## config.mk

```make
export PLATFORM = sky130hd
export DESIGN_NAME = multicycle_ctrl_flat
export DESIGN_NICKNAME = d
export VERILOG_FILES = /design/src/rtl/mcc_pkg.sv /design/src/rtl/multicycle_ctrl_if.sv /design/src/rtl/mcc_retire_cnt.sv /design/src/rtl/multicycle_ctrl.sv /design/src/flat_wrapper.sv
export SDC_FILE = /design/constraint.sdc
export NUM_CORES = 1
export LEC_CHECK = 0
export BUFFER_PORTS_ARGS = -buffer_cell sky130_fd_sc_hd__buf_4
export CAP_MARGIN = 30
export CELL_PAD_IN_SITES_DETAIL_PLACEMENT = 1
export CELL_PAD_IN_SITES_GLOBAL_PLACEMENT = 2
export CORE_MARGIN = 4
export CORE_UTILIZATION = 29
export CTS_CLUSTER_DIAMETER = 60
export DETAILED_ROUTE_END_ITERATION = 10
export PLACE_DENSITY_LB_ADDON = 0.1
export SETUP_SLACK_MARGIN = 0.1
export SYNTH_ARGS = -nofsm -noshare
export SYNTH_HDL_FRONTEND = slang
export SYNTH_SLANG_ARGS = --single-unit
```

## constraint.sdc

```tcl
create_clock -name clk -period 2.1 [get_ports clk]
set_input_delay 0.42 -clock clk [delete_from_list [all_inputs] [get_ports clk]]
set_output_delay 0.42 -clock clk [all_outputs]
set_load 0.01 [all_outputs]
```

## src/rtl/mcc_pkg.sv

```systemverilog
// Shared encodings for the multi-cycle MIPS control FSM and its datapath.
package mcc_pkg;

  typedef enum logic [3:0] {
    S_IDLE, S_FETCH, S_DECODE, S_MEM_ADDR, S_MEM_RD, S_MEM_WB, S_MEM_WR,
    S_EXEC_R, S_R_WB, S_EXEC_I, S_I_WB, S_BRANCH, S_JUMP, S_JAL, S_JR
  } state_t;

  localparam logic [5:0] OP_RTYPE = 6'd0;
  localparam logic [5:0] OP_J     = 6'd2;
  localparam logic [5:0] OP_JAL   = 6'd3;
  localparam logic [5:0] OP_BEQ   = 6'd4;
  localparam logic [5:0] OP_BNE   = 6'd5;
  localparam logic [5:0] OP_ADDI  = 6'd8;
  localparam logic [5:0] OP_SLTI  = 6'd10;
  localparam logic [5:0] OP_LW    = 6'd35;
  localparam logic [5:0] OP_SW    = 6'd43;
  localparam logic [5:0] FN_JR    = 6'b001000;

  typedef enum logic [2:0] {
    ALU_ADD = 3'b000, ALU_SUB = 3'b001, ALU_FUNCT = 3'b010, ALU_SLT = 3'b011
  } alu_op_t;

  typedef enum logic [1:0] {
    SRCB_B = 2'b00, SRCB_FOUR = 2'b01, SRCB_SEXT = 2'b10, SRCB_SEXT_SH2 = 2'b11
  } src_b_t;

  typedef enum logic [1:0] {
    PCSRC_ALU = 2'b00, PCSRC_ALUOUT = 2'b01, PCSRC_JUMP = 2'b10, PCSRC_REG = 2'b11
  } pc_src_t;

  typedef enum logic [1:0] {
    RDST_RT = 2'b00, RDST_RD = 2'b01, RDST_RA = 2'b10
  } reg_dst_t;

  typedef enum logic [1:0] {
    M2R_ALUOUT = 2'b00, M2R_MDR = 2'b01, M2R_PC = 2'b10
  } mem_to_reg_t;

  typedef struct packed {
    logic        ir_wr;
    logic        pc_wr;
    logic        fetch;
    logic        branch;
    logic        beq;
    logic        iord;
    logic        mem_read;
    logic        mem_write;
    logic        reg_write;
    reg_dst_t    reg_dst;
    mem_to_reg_t mem_to_reg;
    logic        alu_src_a;
    src_b_t      alu_src_b;
    alu_op_t     alu_op;
    pc_src_t     pc_source;
  } ctrl_t;

  function automatic logic is_terminal(input state_t s);
    return s inside {S_MEM_WB, S_MEM_WR, S_R_WB, S_I_WB, S_BRANCH, S_JUMP, S_JAL, S_JR};
  endfunction

endpackage

```

## src/rtl/multicycle_ctrl_if.sv

```systemverilog
// Control/status bundle between the multi-cycle controller and the datapath.
interface multicycle_ctrl_if;
  logic [5:0]  opcode;
  logic [5:0]  funct;
  logic        zero;
  logic        mem_ready;
  logic        pc_write;
  logic        iord;
  logic        mem_read;
  logic        mem_write;
  logic        ir_write;
  logic        reg_write;
  logic [1:0]  reg_dst;
  logic [1:0]  mem_to_reg;
  logic        alu_src_a;
  logic [1:0]  alu_src_b;
  logic [2:0]  alu_op;
  logic [1:0]  pc_source;
  logic        illegal;
  logic [31:0] retired;

  modport master (
    input  opcode, funct, zero, mem_ready,
    output pc_write, iord, mem_read, mem_write, ir_write, reg_write, reg_dst,
           mem_to_reg, alu_src_a, alu_src_b, alu_op, pc_source, illegal, retired
  );

  modport slave (
    output opcode, funct, zero, mem_ready,
    input  pc_write, iord, mem_read, mem_write, ir_write, reg_write, reg_dst,
           mem_to_reg, alu_src_a, alu_src_b, alu_op, pc_source, illegal, retired
  );
endinterface

```

## src/rtl/mcc_retire_cnt.sv

```systemverilog
// 32-bit retired-instruction counter with async active-low clear; wraps naturally.
module mcc_retire_cnt (
  input  logic        clk,
  input  logic        rst_n,
  input  logic        inc,
  output logic [31:0] count
);
  always_ff @(posedge clk or negedge rst_n) begin
    if (!rst_n)   count <= '0;
    else if (inc) count <= count + 32'd1;
  end
endmodule

```

## src/rtl/multicycle_ctrl.sv

```systemverilog
// Multi-cycle MIPS main control FSM. Optional macro MCC_MEM_WAIT_EN stretches
// FETCH/MEM_RD/MEM_WR until mem_ready is high.
module multicycle_ctrl
  import mcc_pkg::*;
(
  input  logic              clk,
  input  logic              rst_n,
  multicycle_ctrl_if.master bus
);

  state_t state, state_next;
  ctrl_t  ctrl_q;
  logic   mem_done;
  logic   illegal;

`ifdef MCC_MEM_WAIT_EN
  assign mem_done = bus.mem_ready;
`else
  logic mem_ready_unused;
  assign mem_ready_unused = bus.mem_ready;
  assign mem_done         = 1'b1;
`endif

  always_ff @(posedge clk or negedge rst_n) begin
    if (!rst_n) state <= S_IDLE;
    else        state <= state_next;
  end

  always_comb begin
    state_next = state;
    illegal    = 1'b0;
    case (state)
      S_IDLE:     state_next = S_FETCH;
      S_FETCH:    state_next = mem_done ? S_DECODE : S_FETCH;
      S_DECODE: begin
        case (bus.opcode)
          OP_LW, OP_SW:     state_next = S_MEM_ADDR;
          OP_RTYPE:         state_next = (bus.funct == FN_JR) ? S_JR : S_EXEC_R;
          OP_ADDI, OP_SLTI: state_next = S_EXEC_I;
          OP_BEQ, OP_BNE:   state_next = S_BRANCH;
          OP_J:             state_next = S_JUMP;
          OP_JAL:           state_next = S_JAL;
          default: begin
            illegal    = 1'b1;
            state_next = S_FETCH;
          end
        endcase
      end
      S_MEM_ADDR: state_next = (bus.opcode == OP_LW) ? S_MEM_RD : S_MEM_WR;
      S_MEM_RD:   state_next = mem_done ? S_MEM_WB : S_MEM_RD;
      S_MEM_WR:   state_next = mem_done ? S_FETCH : S_MEM_WR;
      S_EXEC_R:   state_next = S_R_WB;
      S_EXEC_I:   state_next = S_I_WB;
      default:    state_next = S_FETCH;
    endcase
  end

  // Outputs are registered from the next state so they hold for the whole state cycle.
  function automatic ctrl_t decode(input state_t s, input logic [5:0] op);
    ctrl_t c;
    c = '0;
    case (s)
      S_FETCH: begin
        c.ir_wr = 1'b1; c.pc_wr = 1'b1; c.fetch = 1'b1; c.mem_read = 1'b1;
        c.alu_src_b = SRCB_FOUR;
      end
      S_DECODE:   c.alu_src_b = SRCB_SEXT_SH2;
      S_MEM_ADDR: begin c.alu_src_a = 1'b1; c.alu_src_b = SRCB_SEXT; end
      S_MEM_RD:   begin c.iord = 1'b1; c.mem_read = 1'b1; end
      S_MEM_WB:   begin c.reg_write = 1'b1; c.mem_to_reg = M2R_MDR; end
      S_MEM_WR:   begin c.iord = 1'b1; c.mem_write = 1'b1; end
      S_EXEC_R:   begin c.alu_src_a = 1'b1; c.alu_op = ALU_FUNCT; end
      S_R_WB:     begin c.reg_write = 1'b1; c.reg_dst = RDST_RD; end
      S_EXEC_I: begin
        c.alu_src_a = 1'b1; c.alu_src_b = SRCB_SEXT;
        c.alu_op = (op == OP_SLTI) ? ALU_SLT : ALU_ADD;
      end
      S_I_WB:     c.reg_write = 1'b1;
      S_BRANCH: begin
        c.branch = 1'b1; c.beq = (op == OP_BEQ);
        c.alu_src_a = 1'b1; c.alu_op = ALU_SUB; c.pc_source = PCSRC_ALUOUT;
      end
      S_JUMP:     begin c.pc_wr = 1'b1; c.pc_source = PCSRC_JUMP; end
      S_JAL: begin
        c.pc_wr = 1'b1; c.pc_source = PCSRC_JUMP;
        c.reg_write = 1'b1; c.reg_dst = RDST_RA; c.mem_to_reg = M2R_PC;
      end
      S_JR:       begin c.pc_wr = 1'b1; c.pc_source = PCSRC_REG; end
      default:    c = '0;
    endcase
    return c;
  endfunction

  always_ff @(posedge clk or negedge rst_n) begin
    if (!rst_n) ctrl_q <= '0;
    else        ctrl_q <= decode(state_next, bus.opcode);
  end

  mcc_retire_cnt u_retire_cnt (
    .clk   (clk),
    .rst_n (rst_n),
    .inc   (is_terminal(state) && (state_next == S_FETCH)),
    .count (bus.retired)
  );

  assign bus.pc_write   = (ctrl_q.pc_wr && (!ctrl_q.fetch || mem_done))
                        || (ctrl_q.branch && !(bus.zero ^ ctrl_q.beq));
  assign bus.ir_write   = ctrl_q.ir_wr && mem_done;
  assign bus.illegal    = illegal;
  assign bus.iord       = ctrl_q.iord;
  assign bus.mem_read   = ctrl_q.mem_read;
  assign bus.mem_write  = ctrl_q.mem_write;
  assign bus.reg_write  = ctrl_q.reg_write;
  assign bus.reg_dst    = ctrl_q.reg_dst;
  assign bus.mem_to_reg = ctrl_q.mem_to_reg;
  assign bus.alu_src_a  = ctrl_q.alu_src_a;
  assign bus.alu_src_b  = ctrl_q.alu_src_b;
  assign bus.alu_op     = ctrl_q.alu_op;
  assign bus.pc_source  = ctrl_q.pc_source;

endmodule

```

## src/flat_wrapper.sv

```systemverilog
// flat-port wrapper written by rule: the top's interface ports become plain ports
module multicycle_ctrl_flat import mcc_pkg::*;
  (clk, rst_n, bus_opcode, bus_funct, bus_zero, bus_mem_ready, bus_pc_write, bus_iord, bus_mem_read, bus_mem_write, bus_ir_write, bus_reg_write, bus_reg_dst, bus_mem_to_reg, bus_alu_src_a, bus_alu_src_b, bus_alu_op, bus_pc_source, bus_illegal, bus_retired);
  multicycle_ctrl_if bus_i ();
  input  logic clk;
  input  logic rst_n;
  input wire logic [$bits(bus_i.opcode)-1:0] bus_opcode;
  input wire logic [$bits(bus_i.funct)-1:0] bus_funct;
  input wire logic [$bits(bus_i.zero)-1:0] bus_zero;
  input wire logic [$bits(bus_i.mem_ready)-1:0] bus_mem_ready;
  output wire logic [$bits(bus_i.pc_write)-1:0] bus_pc_write;
  output wire logic [$bits(bus_i.iord)-1:0] bus_iord;
  output wire logic [$bits(bus_i.mem_read)-1:0] bus_mem_read;
  output wire logic [$bits(bus_i.mem_write)-1:0] bus_mem_write;
  output wire logic [$bits(bus_i.ir_write)-1:0] bus_ir_write;
  output wire logic [$bits(bus_i.reg_write)-1:0] bus_reg_write;
  output wire logic [$bits(bus_i.reg_dst)-1:0] bus_reg_dst;
  output wire logic [$bits(bus_i.mem_to_reg)-1:0] bus_mem_to_reg;
  output wire logic [$bits(bus_i.alu_src_a)-1:0] bus_alu_src_a;
  output wire logic [$bits(bus_i.alu_src_b)-1:0] bus_alu_src_b;
  output wire logic [$bits(bus_i.alu_op)-1:0] bus_alu_op;
  output wire logic [$bits(bus_i.pc_source)-1:0] bus_pc_source;
  output wire logic [$bits(bus_i.illegal)-1:0] bus_illegal;
  output wire logic [$bits(bus_i.retired)-1:0] bus_retired;
  assign bus_i.opcode = bus_opcode;
  assign bus_i.funct = bus_funct;
  assign bus_i.zero = bus_zero;
  assign bus_i.mem_ready = bus_mem_ready;
  assign bus_pc_write = bus_i.pc_write;
  assign bus_iord = bus_i.iord;
  assign bus_mem_read = bus_i.mem_read;
  assign bus_mem_write = bus_i.mem_write;
  assign bus_ir_write = bus_i.ir_write;
  assign bus_reg_write = bus_i.reg_write;
  assign bus_reg_dst = bus_i.reg_dst;
  assign bus_mem_to_reg = bus_i.mem_to_reg;
  assign bus_alu_src_a = bus_i.alu_src_a;
  assign bus_alu_src_b = bus_i.alu_src_b;
  assign bus_alu_op = bus_i.alu_op;
  assign bus_pc_source = bus_i.pc_source;
  assign bus_illegal = bus_i.illegal;
  assign bus_retired = bus_i.retired;
  multicycle_ctrl u_core (.clk(clk), .rst_n(rst_n), .bus(bus_i));
endmodule
```

Yosys cells after proc, flatten, opt, wreduce, memory -nomap -nowiden
Index checks and enable logic that the tools add are counted.
{"block": "word_totals", "ff_bits": 56, "inputBits": 16, "out_inout_bits": 51, "elab_cells": 92}
{"block": "op_classes", "addsub": 1, "eq_ne": 37, "muxes": 20, "bitwise": 1, "n_reduce_logical": 17}
{"op": "$eq 4x4->1 const B", "count": 14}
{"op": "$pmux 4 s6", "count": 2}
{"op": "$add 32x1->32 const B", "count": 1}
{"op": "$eq 4x3->1 const B", "count": 8}
{"op": "$eq 6x4->1 const B", "count": 3}
{"op": "$eq 4x2->1 const B", "count": 4}
{"op": "$reduce_or 2->1", "count": 7}
{"op": "$eq 6x2->1 const B", "count": 2}
{"op": "$eq 6x3->1 const B", "count": 2}
{"op": "$eq 6x6->1 const B", "count": 2}
{"op": "$pmux 2 s3", "count": 2}
{"op": "$reduce_or 4->1", "count": 3}
{"op": "$mux 1", "count": 9}
{"op": "$pmux 3 s3", "count": 1}
{"op": "$reduce_or 9->1", "count": 1}
{"op": "$eq 4x1->1 const B", "count": 2}
{"op": "$pmux 2 s2", "count": 2}
{"op": "$reduce_bool 8->1", "count": 1}
{"op": "$logic_not 6->1", "count": 1}
{"op": "$mux 2", "count": 3}
{"op": "$mux 4", "count": 1}
{"op": "$logic_and 1x1->1", "count": 2}
{"op": "$logic_not 1->1", "count": 1}
{"op": "$logic_or 1x1->1", "count": 1}
{"op": "$xor 1x1->1", "count": 1}

Longest topological paths before layout
Gate-level depths: netlist (run 1).
{"block": "logic_depth", "depth_word": 7, "ltp_mapped": 8, "ltp_nobuf": 7}

Modules after synthesis
Synthesis (run 1) repeated with hierarchy kept, for this count alone.
{"block": "unflattened", "hier_cells": 258, "area_unflattened_um2": 2778.9}
{"module": "mcc_retire_cnt", "n_inst": 1, "cells_per_inst": 123, "area_each_um2": 1448.9, "seq_area_each_um2": 800.8}
{"module": "multicycle_ctrl", "n_inst": 1, "cells_per_inst": 135, "area_each_um2": 1330.0, "seq_area_each_um2": 550.5}

Worst setup path after synthesis (run 1)
OpenSTA, ideal clock, no wires.
{"block": "synth_path", "path_type": "input -> register", "start": "in bus_funct[2]", "end": "reg u_core.ctrl_q, in the netlist u_core.bus.alu_op[1]", "setup_ns": 0.078, "arrival_ns": 2.174, "t_required_ns": 2.022, "slack_ns": -0.152, "path_stages": 6, "path_buffers": 0, "path_cell_list": "or4b_4 > nor3_2 > a31oi_1 > o41a_4 > or4_1 > a21oi_1"}
{"block": "synth_via", "elab_chain_cells": 6, "elab_cells_between_ends": 8, "classes_between": "eq/ne: 4; mux: 4"}
{"item": "start: declaration", "line_no": "flat_wrapper.sv:8", "rtl": "input wire logic [$bits(bus_i.funct)-1:0] bus_funct;"}
{"item": "$eq 6x4->1 *", "line_no": "multicycle_ctrl.sv:38", "rtl": "OP_RTYPE: state_next = (bus.funct == FN_JR) ? S_JR : S_EXEC_R;"}
{"item": "$mux 4 *", "line_no": "multicycle_ctrl.sv:38"}
{"item": "$pmux 4 s6 *", "line_no": "multicycle_ctrl.sv:36", "rtl": "case (bus.opcode)"}
{"item": "$pmux 4 s6 *", "line_no": "multicycle_ctrl.sv:32", "rtl": "case (state)"}
{"item": "$eq 4x4->1 or $eq 4x3->1 (tied branches)", "line_no": "multicycle_ctrl.sv:62", "rtl": "case (s)"}
{"item": "$pmux 3 s3 *", "line_no": "multicycle_ctrl.sv:62"}
{"item": "end signal: assignment", "line_no": "multicycle_ctrl.sv:96", "rtl": "else ctrl_q <= decode(state_next, bus.opcode);"}
{"item": "end: declaration", "line_no": "multicycle_ctrl.sv:12", "rtl": "ctrl_t ctrl_q;"}
Every way passes the cells marked *; elsewhere a longest branch is shown, timed or not.
A chain may end at the register's enable or synchronous reset.

Worst setup path in the final report (run 1)
Ends and elaborated chain as after synthesis.

==> metrics, run 1 <==
status=finished, final reports clean; die width=103.1 um; critical path class=input port to register; max frequency=0.4763 GHz; worst clock skew=between 0.015 and 0.02 ns; Post-synth EDFFs=0; cell count after synthesis=248; final WL=about 6400 um; clock-pin slew on the worst setup and hold paths=0.10 ns; Int Pwr=2.372 mW; Initial Utilization=0.2993; crit path launch type=input port; clock power share=0.163; Fin Setup TNS=0 ns; commonest non-fill, non-tap cell in the layout=buf_4; Core Region=8763 sq um; Final Util=0.4033; Cell Chain, Critical Path=buf_6 > or4b_4 > nor3_4 > a31oi_1 > o41a_4 > or4_4 > a21oi_2; final setup violation count=0; slowest stage delay, CP=0.54 ns; worst reg2reg path endpoint=u_core.bus.alu_op[1]; Seq pwr share=0.385; Netlist cell types=49; CP max stage cell=or4b_4; ant diodes=0; clk buf depth=2; initial antenna violation count=0; max reg flops=32; GRT Residual Overflow=0; Hold Path Class=input port to asynchronous set/reset pin; maximum VDD drop=around 560 uV; pwr/cell area=1054 nW/um^2; delay-heaviest family, CP=simple AND/OR/NAND/NOR gates; Gate power share=0.452; most frequent cells in the layout=86 x buf_4, 55 x dfrtp_1, 29 x xnor2_1; Worst-Skew Late Latency=~0.30 ns; clk sink count=55; vias in the first global route=2105; PortBufs=between 60 and 70; RR Startpoint=u_core.state[3]; Syn. warnings=0; Area Growth Syn to Fin=34.78%; switching share of power=0.3630; Tot GR Track Use=0.1253; CTS root buf=clkbuf_8; clock tree from TritonCTS=yes; drt first pass iters=4; largest reg by FF count=u_core.u_retire_cnt.count; Fin. Hold Viols=0; fin cells=between 400 and 500; Synth async-reset ratio=1.000; vias per std cell=4.642; flops & latches, synth=55; first-pass GRT wire length=10580 um; post-synthesis sequential area ratio=0.5248; GPL Wtd Cong=just under 0.7; Leak=1.736 nW; crit path max fanout=3; ys flop type=dfrtp_1; Req. time, crit path=approximately 2.3 ns; DRC Markers=0; R2R cell count=5; Row Count=34; NumNets Final=346; CP Data Arrival Time=roughly 2.3 ns; hpwl dp=approximately 4800 um; RSZ-0062 raised after global routing=yes; Tmin final=2.100 ns; antenna-violating nets left=0; layout cells sized above 1=0.3545; Routed wire per std cell=around 15 um; final period utilization=0.9998; total number of vias=2033; max-capacitance violation count=0; IO Pins=67; Die Y-Extent=a little over 100 um; largest net degree at the start of global routing=56; Avg Inst Size Synth=10.57 sq um; Max Slew Vio Count=0; CTS buffer count=5; Crit. End Element=register; hold_buf cts=0; die area=around 11000 sq um; synthesized area=between 2000 and 3000 sq um; CP bufs+invs=1; biggest regs=u_core.u_retire_cnt.count: 32 flops, u_core.state: 4 flops, u_core.ctrl_q: 3 flops; max_slew headroom=0.5278; htree depth=2; Worst Tran Pin Value=0.7082 ns; Inst Count DP=about 430; Psw=around 1.4 mW; R2R setup slack=0.05 ns; initial DRC count=just under 60; Synthesized Nets=between 200 and 300
==> power groups by stage <==
stage | clock [mW] | combinational, mW | sequential [mW]
floorplan | 0 | 0.856 | 1.45
global placement | 0 | 1.54 | 1.46
detailed placement | 0 | 1.54 | 1.46
CTS | 0.642 | 1.61 | 1.44
global route | 0.682 | 1.87 | 1.47
finish | 0.606 | 1.68 | 1.43
==> kinds of logic after synthesis <==
kind of cell,count (synthesis),synth area share
xor gates and xnor gates,35,0.1169
DFF,55,0.5248
muxes,1,0.004294
buffers and inverters,27,0.05773
other,1,0.001430
adders and majority gates,1,0.004770
and+or+nand+nor,99,0.2094
AOI/OAI and AO/OA,29,0.08063
==> Yosys cell counts (3+ instances only) <==
master     n  area [sq um]
nor2_1    15         56.30
buf_4     11         82.58
a21o_1     3         22.52
nand2_1   18         67.56
nand4_1    9         56.30
nand2b_1   5         31.28
or3_1      3         18.77
a21oi_1    5         25.02
xnor2_1   30         262.8
clkbuf_1   5         18.77
and3_1    10         62.56
nor3_1     5         25.02
dfrtp_1   55          1376
and2_1     4         25.02
nand3_1   11         55.05
a31oi_1    5         31.28
xor2_1     5         43.79
nor2b_1    4         25.02
inv_1      8         30.03
o21ai_0    5         25.02
==> area by class of cell <==
class,count,area (sq um)
Fill cell,993,5229
Sequential cell,55,1376
Multi-Input combinational cell,166,1174
Timing Repair Buffer,93,724.4
Tap cell,108,135.1
Clock buffer,7,86.33
Inverter,8,30.03
Clock inverter,1,8.758
==> metal layers <==
metal / global-route usage / vias to the layer above / wire length [um]
li1: - / 999 / -
met3: 0.02436 / 2 / 265
met5: 0 / - / 0
met1: 0.1616 / 1000 / 2837
met2: 0.2195 / 32 / 3301
met4: 0.02390 / 0 / 31
==> worst max-delay path by stage <==
stage / cells after the start / startpoint / to / slack, ns
final: 7 / bus_funct[2] / u_core.bus.alu_op[1] / 0.0004
after detailed placement: 7 / bus_funct[2] / u_core.bus.alu_op[1] / -0.36
after floorplan: 6 / bus_funct[2] / u_core.bus.alu_op[1] / -0.15
after CTS: 7 / bus_funct[2] / u_core.ctrl_q[16] / -0.02
after global routing: 7 / bus_funct[2] / u_core.bus.alu_op[1] / -0.03
after global placement: 7 / bus_funct[2] / u_core.bus.alu_op[1] / -0.31
==> worst reg2reg max path: cells and delay by family (launching register included) <==
family | cells | cell delay (ns)
compound gates | 2 | 0.62
flops | 1 | 0.38
simple gates | 3 | 0.99
==> what timing repair did <==
action                                 CTS  global route
pin swaps                                5             3
setup endpoints to repair                6            14
gates resized for setup                 12            10
buffers inserted                         1             1
endpoints found under the hold margin    0             0
==> per-stage QoR <==
stage | hold WS (ns) | worst slack [ns] | total power, mW | instance area (sq um)
finish | 0.1538 | 0.0003777 | 3.724 | 3535
detailed placement | 0.4751 | -0.3563 | 3.001 | 3319
global route | 0.2163 | -0.02886 | 4.014 | 3535
floorplan | 0.1244 | -0.1520 | 2.302 | 2623
CTS | 0.1899 | -0.02024 | 3.693 | 3477
global placement | 0.4618 | -0.3095 | 2.997 | 3319
Power figures use the tool's default switching activity.
==> run 2, diff against run 1 <==
--- a/config.mk
+++ b/config.mk
@@ -5,15 +5,17 @@
 export SDC_FILE = /design/constraint.sdc
 export NUM_CORES = 1
 export LEC_CHECK = 0
+export ABC_AREA = 1
 export BUFFER_PORTS_ARGS = -buffer_cell sky130_fd_sc_hd__buf_4
 export CAP_MARGIN = 30
 export CELL_PAD_IN_SITES_DETAIL_PLACEMENT = 1
 export CELL_PAD_IN_SITES_GLOBAL_PLACEMENT = 2
 export CORE_MARGIN = 4
-export CORE_UTILIZATION = 29
+export CORE_UTILIZATION = 28
 export CTS_CLUSTER_DIAMETER = 60
 export DETAILED_ROUTE_END_ITERATION = 10
 export PLACE_DENSITY_LB_ADDON = 0.1
+export RECOVER_POWER = 100
 export SETUP_SLACK_MARGIN = 0.1
 export SYNTH_ARGS = -nofsm -noshare
 export SYNTH_HDL_FRONTEND = slang
==> run 2 against run 1 <==
Against the previous run: maximum frequency grew 14%; sequential share of layout area grew 0.26 points; global-route usage grew 1.2 points; worst setup slack gained 0.26 ns; synthesized cell count grew 51%; largest cell class is now multi-input combinational cells.
==> metrics, run 2 <==
slowest stage delay, CP=0.44 ns; Worst-Skew Late Latency=between 0.3 and 0.4 ns; antenna-violating nets left=0; IO Pins=67; clk buf depth=2; placement-stage cell area=~3600 sq um; Core Region=10790 sq um; Leak=1.670 nW; vias in the first global route=around 2800; Area Growth Syn to Fin=13.74%; die area=~13000 sq um; Avg Inst Size Synth=8.231 sq um; top cells by area, synth=dfrtp_1 45%, nand2_1 9.9%, nor2_1 5.2%; CP max stage cell=dfrtp_1; total number of vias=2528; initial DRC count=between 60 and 70; clk sink count=55; Worst Tran Pin Value=between 1 and 1.5 ns; Initial Utilization=0.2860; final instance area=around 3500 sq um; Syn. warnings=0; largest net degree at the start of global routing=56; Die Y-Extent=about 110 um; max-capacitance violation count=0; Tot GR Track Use=0.1377; worst clock skew=0.01839 ns; RSZ-0062 raised after global routing=no; GRT Residual Overflow=0; Cell Chain, Critical Path=ha_1 > inv_1 > nor2_1 > nand2_1 > inv_1 > nand2_1 > nor3_1 > xor2_1 > nand2_1 > nand2_1; htree depth=2; Crit. End Element=register; max_slew headroom=0.07064; max reg flops=32; CP dominant cell by count=nand2_1; Req. time, crit path=2.37 ns; Post-CTS Setup Inserts=0; final setup violation count=0; Row Count=38; cell with the most instances after synthesis=nand2_1; layout cells sized above 1=0.1313; clock tree from TritonCTS=yes; Post-synth EDFFs=0; max frequency=0.5423 GHz; first-pass GRT wire length=14210 um; GPL Wtd Cong=0.7950; Synth area leader=dfrtp_1; crit path launch type=register; Synthesized Nets=392; PortBufs=64; largest reg by FF count=u_core.u_retire_cnt.count; Netlist cell types=33; Fin. Hold Viols=0; CTS buffer count=5; Tmin final=1.844 ns; cell count after synthesis=375; ant diodes=0; post-synthesis sequential area ratio=0.4459; CTS root buf=clkbuf_8; synthesized area=3087 sq um; hold_buf cts=0; flops & latches, synth=55; Fin Setup TNS=0 ns; commonest non-fill, non-tap cell in the layout=nand2_1; die width=113.0 um; crit path max fanout=4; most frequent cells in the layout=86 x nand2_1, 55 x dfrtp_1, 50 x clkbuf_1; drt first pass iters=4; critical path class=register to register; vias per std cell=4.404; Hold Path Class=input port to asynchronous set/reset pin; Max Slew Vio Count=0; final period utilization=0.8781; clock-pin slew on the worst setup and hold paths=0.13 ns; biggest regs=u_core.u_retire_cnt.count: 32 flops, u_core.state: 4 flops, u_core.ctrl_q: 3 flops; maximum VDD drop=448.8 uV; Routed wire per std cell=~14 um; ys flop type=dfrtp_1; CP Data Arrival Time=approximately 2.1 ns; DRC Markers=0; status=finished, final reports clean; final WL=8241 um; top cells by count, synth=81 x nand2_1, 55 x dfrtp_1, 43 x nor2_1; Synth async-reset ratio=1.000; Worst Hold Slack=0.4102 ns; initial antenna violation count=0; Synth top area share=0.4459; NumNets Final=450; hpwl dp=between 6000 and 7000 um; pwr/cell area=969.0 nW/um^2
run 2: metal layers:
layer / track usage / vias up / wire length, um
met4: 0.04006 / 0 / 174
met3: 0.02513 / 9 / 217
met2: 0.2555 / 31 / 4386
met5: 0 / - / 0
met1: 0.1608 / 1216 / 3464
li1: - / 1272 / -
run 2: per-stage QoR:
step           setup WS [ns]  utilization  total power, mW  cells
6_report              0.2559       0.3253            3.402    574
5_1_grt              0.06730       0.3253            3.711    574
4_1_cts               0.1590       0.3467            3.697    574
3_5_place_dp          0.2936       0.3378            3.007    566
3_3_place_gp          0.3119       0.3378            3.002    566
2_1_floorplan         0.5591            -            2.521    375
run 2: worst paths after layout:
path | from | end | slack, ns | cells after the start
setup / recovery | u_core.u_retire_cnt.count[0] | u_core.u_retire_cnt.count[26] | 0.26 | 10
hold / removal | rst_n | u_core.u_retire_cnt.count[26] | 0.41 | 1
setup reg to reg | u_core.u_retire_cnt.count[0] | u_core.u_retire_cnt.count[26] | 0.26 | 10
hold reg to reg | u_core.u_retire_cnt.count[3] | u_core.u_retire_cnt.count[3] | 0.51 | 1
max in group asynchronous | rst_n | u_core.bus.reg_write | 0.84 | 1
min in group clk | bus_opcode[0] | u_core.ctrl_q[16] | 0.47 | 4
run 2: cell families (layout without fill, tap and decap cells):
kind of cell,Yosys count,in the layout,share of synthesized area
AOI/OAI and AO/OA,14,14,0.03486
xor gates and xnor gates,32,32,0.09080
adders and majority gates,1,1,0.004053
buffers and inverters,62,121,0.09282
DFF,55,55,0.4459
other,1,1,0.001215
and+or+nand+nor,210,210,0.3304
run 2: report_power, final:
group          switching (mW)  leakage, nW  internal, mW
combinational           0.942        0.879         0.416
clock                   0.413       0.0467         0.249
sequential              0.126        0.745          1.25
total                    1.48         1.67          1.92
run 2: final cells by class:
type                       count  area [sq um]
multi-input combinational    258          1385
tap                          140         175.2
sequential                    55          1376
inverter                      48         180.2
fill                        1334          7282
clock buffer                   5         68.82
clock inverter                 3         27.53
timing repair buffer          65         297.8
run 2: what timing repair did:
item	CTS	global route
endpoints found under the setup margin	0	1
endpoints found under the hold margin	0	0
gates resized for setup	0	2
run 2: worst max-delay path: cells and delay by family, from the launching register on:
family,cells,cell delay (ns)
buffers and inverters,2,0.15
flip-flops,1,0.44
adder cells (fa/ha/maj),1,0.18
AND/OR/NAND/NOR,6,0.85
XOR/XNOR,1,0.18
